**config.mk**
```make
export PLATFORM = sky130hd
export DESIGN_NAME = robot_nav_ctrl
export DESIGN_NICKNAME = d
export VERILOG_FILES = /design/src/rtl/robot_nav_pkg.sv /design/src/rtl/sensor_debounce.sv /design/src/rtl/robot_nav_ctrl.sv
export SDC_FILE = /design/constraint.sdc
export NUM_CORES = 1
export LEC_CHECK = 0
export CAP_MARGIN = 10
export CORE_ASPECT_RATIO = 0.6
export CORE_MARGIN = 8
export CORE_UTILIZATION = 53
export CTS_CLUSTER_SIZE = 8
export DETAILED_ROUTE_END_ITERATION = 7
export PLACE_DENSITY = 0.78
export REMOVE_ABC_BUFFERS = 1
export SYNTH_ARGS = -nofsm -noshare
export SYNTH_HDL_FRONTEND = slang
export SYNTH_HIERARCHICAL = 1
export SYNTH_SLANG_ARGS = --single-unit
```
**constraint.sdc**
```tcl
create_clock -name clk -period 2.2 [get_ports clk]
set_input_delay 0.33 -clock clk [delete_from_list [all_inputs] [get_ports clk]]
set_output_delay 0.33 -clock clk [all_outputs]
set_load 0.01 [all_outputs]
```
**src/rtl/robot_nav_pkg.sv**
```systemverilog
// Shared definitions for the robot navigation controller.
//   - nav_state_e : FSM state encoding
//   - sens_t      : debounced sensor vector, bit0 E (left) .. bit3 A (rear)
//   - MOVE_*      : move output codes
//   - SEG_*       : active-high seven-segment patterns (bit0 = a .. bit6 = g)
//   - decide()    : priority decision on debounced sensors
//   - move_of() / seg_of() : per-state output lookup
package robot_nav_pkg;

    typedef enum logic [2:0] {
        ST_IDLE   = 3'd0,
        ST_FWD    = 3'd1,
        ST_TURN_L = 3'd2,
        ST_TURN_R = 3'd3,
        ST_REV    = 3'd4,
        ST_STOP   = 3'd5
    } nav_state_e;

    // MSB first so that the struct overlays sen_in[3:0] directly.
    typedef struct packed {
        logic a;   // rear
        logic d;   // right
        logic f;   // front
        logic e;   // left
    } sens_t;

    localparam int NUM_SENS = 4;

    localparam logic [2:0] MOVE_IDLE   = 3'd0;
    localparam logic [2:0] MOVE_FWD    = 3'd1;
    localparam logic [2:0] MOVE_TURN_L = 3'd2;
    localparam logic [2:0] MOVE_TURN_R = 3'd3;
    localparam logic [2:0] MOVE_REV    = 3'd4;
    localparam logic [2:0] MOVE_STOP   = 3'd5;

    localparam logic [6:0] SEG_IDLE   = 7'b0000000;
    localparam logic [6:0] SEG_FWD    = 7'b1110001;  // "F"
    localparam logic [6:0] SEG_TURN_L = 7'b0111000;  // "L"
    localparam logic [6:0] SEG_TURN_R = 7'b1010000;  // "r"
    localparam logic [6:0] SEG_REV    = 7'b1110111;  // "A"
    localparam logic [6:0] SEG_STOP   = 7'b1101101;  // "S"

    // First free direction wins: front, left, right, rear, else stop.
    function automatic nav_state_e decide(input sens_t s);
        nav_state_e r;
        if (!s.f)      r = ST_FWD;
        else if (!s.e) r = ST_TURN_L;
        else if (!s.d) r = ST_TURN_R;
        else if (!s.a) r = ST_REV;
        else           r = ST_STOP;
        return r;
    endfunction

    function automatic logic is_hold_state(input nav_state_e st);
        return (st == ST_TURN_L) || (st == ST_TURN_R) || (st == ST_REV);
    endfunction

    function automatic logic [2:0] move_of(input nav_state_e st);
        logic [2:0] m;
        case (st)
            ST_FWD:    m = MOVE_FWD;
            ST_TURN_L: m = MOVE_TURN_L;
            ST_TURN_R: m = MOVE_TURN_R;
            ST_REV:    m = MOVE_REV;
            ST_STOP:   m = MOVE_STOP;
            default:   m = MOVE_IDLE;
        endcase
        return m;
    endfunction

    function automatic logic [6:0] seg_of(input nav_state_e st);
        logic [6:0] p;
        case (st)
            ST_FWD:    p = SEG_FWD;
            ST_TURN_L: p = SEG_TURN_L;
            ST_TURN_R: p = SEG_TURN_R;
            ST_REV:    p = SEG_REV;
            ST_STOP:   p = SEG_STOP;
            default:   p = SEG_IDLE;
        endcase
        return p;
    endfunction

endpackage

```
**src/rtl/sensor_debounce.sv**
```systemverilog
// Single-bit synchroniser + debouncer.
//   clk, rst_n : clock, async active-low reset
//   raw_in     : asynchronous sensor bit
//   db_out     : debounced level; follows the synchronised input only after
//                it has disagreed for DEBOUNCE_CYCLES consecutive cycles
module sensor_debounce #(
    parameter int DEBOUNCE_CYCLES = 4
) (
    input  logic clk,
    input  logic rst_n,
    input  logic raw_in,
    output logic db_out
);

    localparam int CW = (DEBOUNCE_CYCLES < 2) ? 1 : $clog2(DEBOUNCE_CYCLES);
    localparam logic [CW-1:0] CNT_LAST = CW'(DEBOUNCE_CYCLES - 1);

    logic          sync1_q, sync2_q;
    logic          db_q, db_d;
    logic [CW-1:0] cnt_q, cnt_d;

    // The counter holds the number of mismatching cycles already seen; the
    // mismatch that finds it at CNT_LAST is the DEBOUNCE_CYCLES-th one.
    always_comb begin
        db_d  = db_q;
        cnt_d = '0;
        if (sync2_q != db_q) begin
            if (cnt_q == CNT_LAST) db_d  = sync2_q;
            else                   cnt_d = cnt_q + CW'(1);
        end
    end

    always_ff @(posedge clk or negedge rst_n) begin
        if (!rst_n) begin
            sync1_q <= 1'b0;
            sync2_q <= 1'b0;
            db_q    <= 1'b0;
            cnt_q   <= '0;
        end else begin
            sync1_q <= raw_in;
            sync2_q <= sync1_q;
            db_q    <= db_d;
            cnt_q   <= cnt_d;
        end
    end

    assign db_out = db_q;

endmodule

```
**src/rtl/robot_nav_ctrl.sv**
```systemverilog
// Obstacle-avoiding navigation controller.
//   clk, rst_n : clock, async active-low reset
//   sen_in[3:0]: raw obstacle sensors (1 = obstacle), E/F/D/A = bit0..3
//   enable     : synchronous run enable; low forces IDLE
//   seg[6:0]   : registered seven-segment drive (bit0 = a)
//   move[2:0]  : registered move code
//   coll_cnt   : saturating count of entries into REV or STOP
module robot_nav_ctrl
    import robot_nav_pkg::*;
#(
    parameter int DEBOUNCE_CYCLES = 4,
    parameter int HOLD_CYCLES     = 8,
    parameter int CNT_W           = 8,
    parameter bit SEG_ACTIVE_LOW  = 1'b0
) (
    input  logic             clk,
    input  logic             rst_n,
    input  logic [3:0]       sen_in,
    input  logic             enable,
    output logic [6:0]       seg,
    output logic [2:0]       move,
    output logic [CNT_W-1:0] coll_cnt
);

    localparam int HOLD_W = (HOLD_CYCLES < 2) ? 1 : $clog2(HOLD_CYCLES);
    localparam logic [HOLD_W-1:0] HOLD_LOAD = HOLD_W'(HOLD_CYCLES - 1);
    localparam logic [6:0]        SEG_POL   = {7{SEG_ACTIVE_LOW}};
    localparam logic [6:0]        SEG_RST   = SEG_IDLE ^ SEG_POL;

    logic [NUM_SENS-1:0] sen_db;

    for (genvar g = 0; g < NUM_SENS; g++) begin : g_db
        sensor_debounce #(
            .DEBOUNCE_CYCLES(DEBOUNCE_CYCLES)
        ) u_db (
            .clk    (clk),
            .rst_n  (rst_n),
            .raw_in (sen_in[g]),
            .db_out (sen_db[g])
        );
    end

    nav_state_e        state_q, state_d, decision;
    logic [HOLD_W-1:0] hold_q, hold_d;
    logic [CNT_W-1:0]  coll_q, coll_d;
    logic [2:0]        move_q, move_d;
    logic [6:0]        seg_q, seg_d;
    logic              apply;
    logic              bump;

    // State register; outputs are registered alongside it from the same
    // next-state value so seg/move never lag the state.
    always_ff @(posedge clk or negedge rst_n) begin
        if (!rst_n) begin
            state_q <= ST_IDLE;
            hold_q  <= '0;
            coll_q  <= '0;
            move_q  <= MOVE_IDLE;
            seg_q   <= SEG_RST;
        end else begin
            state_q <= state_d;
            hold_q  <= hold_d;
            coll_q  <= coll_d;
            move_q  <= move_d;
            seg_q   <= seg_d;
        end
    end

    // Next state, hold counter and collision counter.
    always_comb begin
        decision = decide(sens_t'(sen_db));
        state_d  = state_q;
        hold_d   = hold_q;
        apply    = 1'b0;
        if (!enable) begin
            state_d = ST_IDLE;
            hold_d  = '0;
        end else begin
            case (state_q)
                ST_IDLE, ST_FWD, ST_STOP: apply = 1'b1;
                ST_TURN_L, ST_TURN_R, ST_REV: begin
                    if (hold_q == '0) apply  = 1'b1;
                    else              hold_d = hold_q - HOLD_W'(1);
                end
                default: state_d = ST_IDLE;
            endcase
            if (apply) begin
                state_d = decision;
                // Re-entering the same hold state also reloads the counter.
                if (is_hold_state(decision)) hold_d = HOLD_LOAD;
            end
        end

        // A REV decision always counts (fresh entry or hold-expiry re-entry);
        // STOP re-applies every cycle, so only the entry edge counts.
        bump = apply && ((decision == ST_REV) ||
                         (decision == ST_STOP && state_q != ST_STOP));
        coll_d = coll_q;
        if (bump && (coll_q != {CNT_W{1'b1}})) coll_d = coll_q + CNT_W'(1);
    end

    // Output decode from the next state.
    always_comb begin
        move_d = move_of(state_d);
        seg_d  = seg_of(state_d) ^ SEG_POL;
    end

    assign seg      = seg_q;
    assign move     = move_q;
    assign coll_cnt = coll_q;

endmodule
```
==> impl_metrics.env, run 1 <==
export IMPL_worstMarginPinSlew_ps=927
export IMPL_grt_pass1_wl_mm=5.93
export IMPL_avgRoutedWirePerCell_um=16.5
export IMPL_vdd_drop_max_v=0.000711
export IMPL_cts_setup_buffers=0
export IMPL_grt_max_degree=44
export IMPL_cts_hold_buffers_added=0
export IMPL_place_ws_ps=202
export IMPL_drive_above_1_share_pct=15.6
export IMPL_syn_area_mm2=0.00182
export IMPL_use_met1_pct=16.7
export IMPL_grt_pass1_vias=1228
export IMPL_cts_sinks=43
export IMPL_dr_first_iter_drc_count=129
export IMPL_ys_ff_latch=43
export IMPL_critPathMaxStageDelay_ps=410
export IMPL_drv_cap=0
export IMPL_cp_max_fo=8
export IMPL_final_cell_mix="43 x dfrtp_1, 23 x clkdlybuf4s50_1, 11 x xnor2_1"
export IMPL_path_cells="inv_1, ha_1, or2b_4, o21ai_1, and4_1, nand4_1, xnor2_1"
export IMPL_hp_class="in -> async"
export IMPL_track_usage_pct=13.7
export IMPL_yosysUniqueCellTypes=39
export IMPL_slew_headroom_pct=38.2
export IMPL_reg2regPathDepth=7
export IMPL_routed_wl_mm=3.50
export IMPL_dp_hpwl_mm=2.59
export IMPL_firstDrtPassIters=4
export IMPL_clk_pin_slew_ps=80
export IMPL_placedCellCount=204
export IMPL_fin_area_mm2=0.00221
export IMPL_gr_usage_met3_pct=3.89
export IMPL_layout_setup_ws_ps=174
export IMPL_num_antenna_cells=0
export IMPL_finalMaxSlewViolations=0
export IMPL_start_util_pct=55.9
export IMPL_drc=0
export IMPL_final_common_cell="dfrtp_1"
export IMPL_busiest_layer="met2"
export IMPL_avgSynthCellArea_um2=13.3
export IMPL_ys_warn_count=6
export IMPL_finalNonFillerCells=212
export IMPL_synth_seq_area_share_pct=59.0
export IMPL_synthArstFlopShare_pct=100
export IMPL_die_width_um=91.7
export IMPL_slowest_stage="and4_1"
export IMPL_design_die_area_mm2=0.00563
export IMPL_pin_count=25
export IMPL_h_tree_depth=2
export IMPL_antenna_found_initial=0
export IMPL_io_buffers=24
export IMPL_fin_crit_sh_pct=92.1
export IMPL_nets=180
export IMPL_clockRootBuffer="clkbuf_8"
export IMPL_cts_tree="done"
export IMPL_synth_edf_count=0
export IMPL_setup_viol=0
export IMPL_period_minus_slack_ps=2030
export IMPL_fin_tns_setup_ps=0
export IMPL_place_gp_congestion=0.815
export IMPL_vias=1178
export IMPL_hold_viol=0
export IMPL_crit_required_ps=2380
export IMPL_critical_path_class="reg -> reg"
export IMPL_fin_skew_ps=8.32
export IMPL_powerDensity_mw_per_mm2=1330
export IMPL_core_rowCount=16
export IMPL_fp_coreArea_mm2=0.00326
export IMPL_ctsLongestPathBuffers=2
export IMPL_use_met2_pct=22.9
export IMPL_grt_overflow_total=0
export IMPL_max_freq_ghz=0.494
export IMPL_cts_buffers=5
export IMPL_arrival_ps=2200
export IMPL_grt_setup_unrepaired="false"
export IMPL_place_area_mm2=0.00209
export IMPL_status="finished clean"
export IMPL_clk_latency_ps=290
export IMPL_start_kind="register"
export IMPL_leakage_nw=0.986
export IMPL_area_growth_synth_to_final_pct=21.2
export IMPL_syn_instance_count=137
export IMPL_cp_end_kind="register"
export IMPL_viasPerCell=5.56
export IMPL_ant_nets=0
export IMPL_synth_ff_type="dfrtp_1"
export IMPL_die_h_um=61.4
export IMPL_cts_resized=0
critical path: cells and delay by family (launching register included):
| family | cells | cell delay, ps |
|---|---|---|
| AND/OR/NAND/NOR | 3 | 890 |
| XOR/XNOR | 1 | 160 |
| AO/OA/AOI/OAI | 1 | 170 |
| flip-flops | 1 | 370 |
| buffers and inverters | 1 | 100 |
| adder cells (fa/ha/maj) | 1 | 210 |
layout make-up:
type	instances	area, µm²
clock inverters	2	35.0
multi-input cells	88	706
inverters	3	11.3
clock buffers	6	82.6
well taps	45	56.3
fillers	232	1050
flip-flops and latches	43	1080
repair buffers	25	243
final timing paths:
check | end | slack, ps | start
max | coll_cnt[7] | 170 | hold_q[0]
min | g_db[2].u_db/cnt_q[0] | 180 | rst_n
max reg2reg | coll_cnt[7] | 170 | hold_q[0]
min reg2reg | g_db[0].u_db/sync2_q | 350 | g_db[0].u_db/sync1_q
max in group asynchronous | state_q[0] | 1440 | rst_n
min in group clk | g_db[0].u_db/sync2_q | 350 | g_db[0].u_db/sync1_q
kinds of logic after synthesis:
family | count (synthesis) | synth area share [%]
flops | 43 | 59.0
simple gates | 42 | 14.5
compound gates | 18 | 8.03
xor+xnor | 12 | 5.77
mux | 9 | 5.63
fa+ha+maj | 7 | 4.80
buf+inv | 6 | 2.26
stage by stage:
stage / utilization [%] / hold WS, ps / power (W)
4_1_cts: 67.7 / 202 / 0.00298
3_3_place_gp: 64.1 / 337 / 0.00224
3_5_place_dp: 64.1 / 337 / 0.00234
5_1_grt: 67.7 / 242 / 0.00314
6_report: 67.7 / 179 / 0.00295
2_1_floorplan: - / 34.4 / 0.00190
metal layers:
| layer | vias to the layer above | share of wire [%] |
|---|---|---|
| met5 | - | 0 |
| met4 | 0 | 0.83 |
| met3 | 4 | 3.9 |
| met2 | 28 | 52 |
| met1 | 608 | 43 |
| li1 | 538 | - |
sequential cells by signal, indices dropped and copies added, names as in the netlist:
| signal | count |
|---|---|
| move | 2 |
| g_db.u_db/db_out | 4 |
| hold_q | 3 |
| g_db.u_db/cnt_q | 8 |
| state_q | 3 |
| g_db.u_db/sync2_q | 4 |
| g_db.u_db/sync1_q | 4 |
| coll_cnt | 8 |
| seg | 7 |
synthesized netlist by cell type (all sizes together), types with 2 or more instances:
master / instances / share of area (%)
a21oi: 5 / 1.4
a221oi: 4 / 3.2
a22o: 2 / 1.0
and3: 3 / 1.1
buf: 3 / 1.6
dfrtp: 43 / 59
ha: 7 / 4.8
inv: 3 / 0.62
mux2: 7 / 4.5
mux2i: 2 / 1.1
nand2: 8 / 1.8
nand2b: 5 / 1.9
nand3: 3 / 0.82
nand4: 5 / 1.7
nor2: 2 / 0.41
nor2b: 5 / 1.7
nor3: 6 / 2.7
o21ai: 3 / 0.82
o21bai: 2 / 0.82
xnor2: 11 / 5.3
where the power goes:
part / total (W) / switching [W] / internal (W)
Clock: 0.000623 / 0.000255 / 0.000367
Sequential: 0.00126 / 0.000224 / 0.00103
Combinational: 0.00107 / 0.000510 / 0.000559
Total: 0.00295 / 0.000989 / 0.00196
No activity file was read; power rests on OpenSTA's default activity.
==> inputs of run 2 (changes only) <==
Settings changed: CORE_ASPECT_RATIO 0.6 to 0.8, MAX_ROUTING_LAYER set to met4.
==> run 2 against run 1 <==
- combinational power about the same
- global-route usage is 0.93 points lower
- non-clock buffer count is the same
- worst hold slack lost 7.2 ps
- final area decreased by 1.7%
- fmax is 2.7% higher
- critical path depth shrank 1
- sequential share of layout area is 0.84 points higher
- largest cell class unchanged
==> impl_metrics.env, run 2 (synthesized netlist as in run 1, its figures left out) <==
export IMPL_status="finished clean"
export IMPL_viasPerCell=5.40
export IMPL_finalMaxSlewViolations=0
export IMPL_cts_tree="done"
export IMPL_fin_hold_ws_ps=172
export IMPL_cp_max_fo=8
export IMPL_ctsLongestPathBuffers=2
export IMPL_track_usage_pct=12.7
export IMPL_start_util_pct=54.4
export IMPL_startpoint="hold_q[0]"
export IMPL_cts_hold_buffers_added=0
export IMPL_clk_pin_slew_ps=70
export IMPL_area_growth_synth_to_final_pct=19.1
export IMPL_hold_viol=0
export IMPL_powerDensity_mw_per_mm2=1260
export IMPL_io_buffers=24
export IMPL_num_antenna_cells=0
export IMPL_power_total_w=0.00274
export IMPL_ant_nets=0
export IMPL_clk_latency_ps=280
export IMPL_firstDrtPassIters=4
export IMPL_cts_resized=0
export IMPL_cts_sinks=43
export IMPL_arrival_ps=2140
export IMPL_antenna_found_initial=0
export IMPL_core_rowCount=19
export IMPL_pin_count=25
export IMPL_fp_coreArea_mm2=0.00335
export IMPL_crit_required_ps=2370
export IMPL_vias=1129
export IMPL_final_cell_mix="43 x dfrtp_1, 23 x clkdlybuf4s50_1, 11 x xnor2_1"
export IMPL_h_tree_depth=2
export IMPL_leakage_nw=0.973
export IMPL_fin_tns_setup_ps=0
export IMPL_grt_overflow_total=0
export IMPL_fin_crit_sh_pct=89.6
export IMPL_avgRoutedWirePerCell_um=14.4
export IMPL_grt_max_degree=44
export IMPL_dr_first_iter_drc_count=23
export IMPL_die_h_um=68.5
export IMPL_worstMarginPinSlew_ps=906
export IMPL_clockRootBuffer="clkbuf_8"
export IMPL_cp_end_kind="register"
export IMPL_cts_buffers=5
export IMPL_hp_class="in -> async"
export IMPL_critical_path_class="reg -> reg"
export IMPL_grt_setup_unrepaired="false"
export IMPL_period_minus_slack_ps=1970
export IMPL_drv_cap=0
export IMPL_grt_pass1_wl_mm=5.27
export IMPL_reg2reg_from="hold_q[0]"
export IMPL_grt_pass1_vias=1159
export IMPL_cts_setup_buffers=0
export IMPL_place_gp_congestion=0.832
export IMPL_max_freq_ghz=0.507
export IMPL_start_kind="register"
export IMPL_routed_wl_mm=3.01
export IMPL_drc=0
export IMPL_final_common_cell="dfrtp_1"
export IMPL_design_die_area_mm2=0.00558
export IMPL_fin_skew_ps=3.14
export IMPL_drive_above_1_share_pct=15.6
export IMPL_setup_viol=0
export IMPL_nets=180
export IMPL_die_width_um=81.6
export IMPL_vdd_drop_max_v=0.000763
export IMPL_slew_headroom_pct=39.6
export IMPL_dp_hpwl_mm=2.19
## run 2: changes by cell type in the layout (fill, tap and decap cells not counted)
| cell | before | now |
|---|---|---|
| bufinv_16 | 1 | 0 |
| clkbuf_8 | 6 | 5 |
| clkinv_2 | 1 | 3 |
## run 2: path summary, 6_finish.rpt
| path | to | slack (ps) | depth (start not counted) |
|---|---|---|---|
| max | coll_cnt[1] | 230 | 6 |
| min | seg[5] | 170 | 1 |
| max reg2reg | coll_cnt[1] | 230 | 6 |
| min reg2reg | g_db[0].u_db/sync2_q | 350 | 0 |
| max in group asynchronous | g_db[0].u_db/cnt_q[1] | 1470 | 1 |
| min in group clk | g_db[0].u_db/sync2_q | 350 | 0 |
## run 2: area by class of cell
class | count | area [µm²]
fillers | 250 | 1180
flip-flops and latches | 43 | 1080
multi-input cells | 88 | 706
repair buffers | 25 | 243
clock buffers | 5 | 68.8
well taps | 42 | 52.6
clock inverters | 3 | 15.0
inverters | 3 | 11.3
## run 2: worst max-delay path, stage by stage (launching register included)
cell,delay [ps]
dfrtp_1,370
inv_1,120
ha_1,200
or2b_4,300
o21ai_1,150
and4_1,390
mux2_4,330
## run 2: metal layers
metal,routed length [µm],GRT usage [%]
met1,1340,14.3
met2,1490,21.3
met3,140,3.67
met4,42,4.59
met5,0,-
## run 2: power by group
part	switching (W)	leakage (nW)	internal, W
clock network	0.000242	0.0477	0.000217
registers	0.000203	0.546	0.00103
logic	0.000483	0.379	0.000559
total	0.000928	0.973	0.00181
## run 2: stage by stage
step / cells / setup WS (ps) / utilization, % / cell area, µm²
3_5_place_dp: 201 / 207 / 62.3 / 2090
2_1_floorplan: 134 / 398 / - / 1790
3_3_place_gp: 201 / 240 / 62.3 / 2090
5_1_grt: 209 / 64.6 / 64.8 / 2170
4_1_cts: 209 / 217 / 64.8 / 2170
6_report: 209 / 228 / 64.8 / 2170
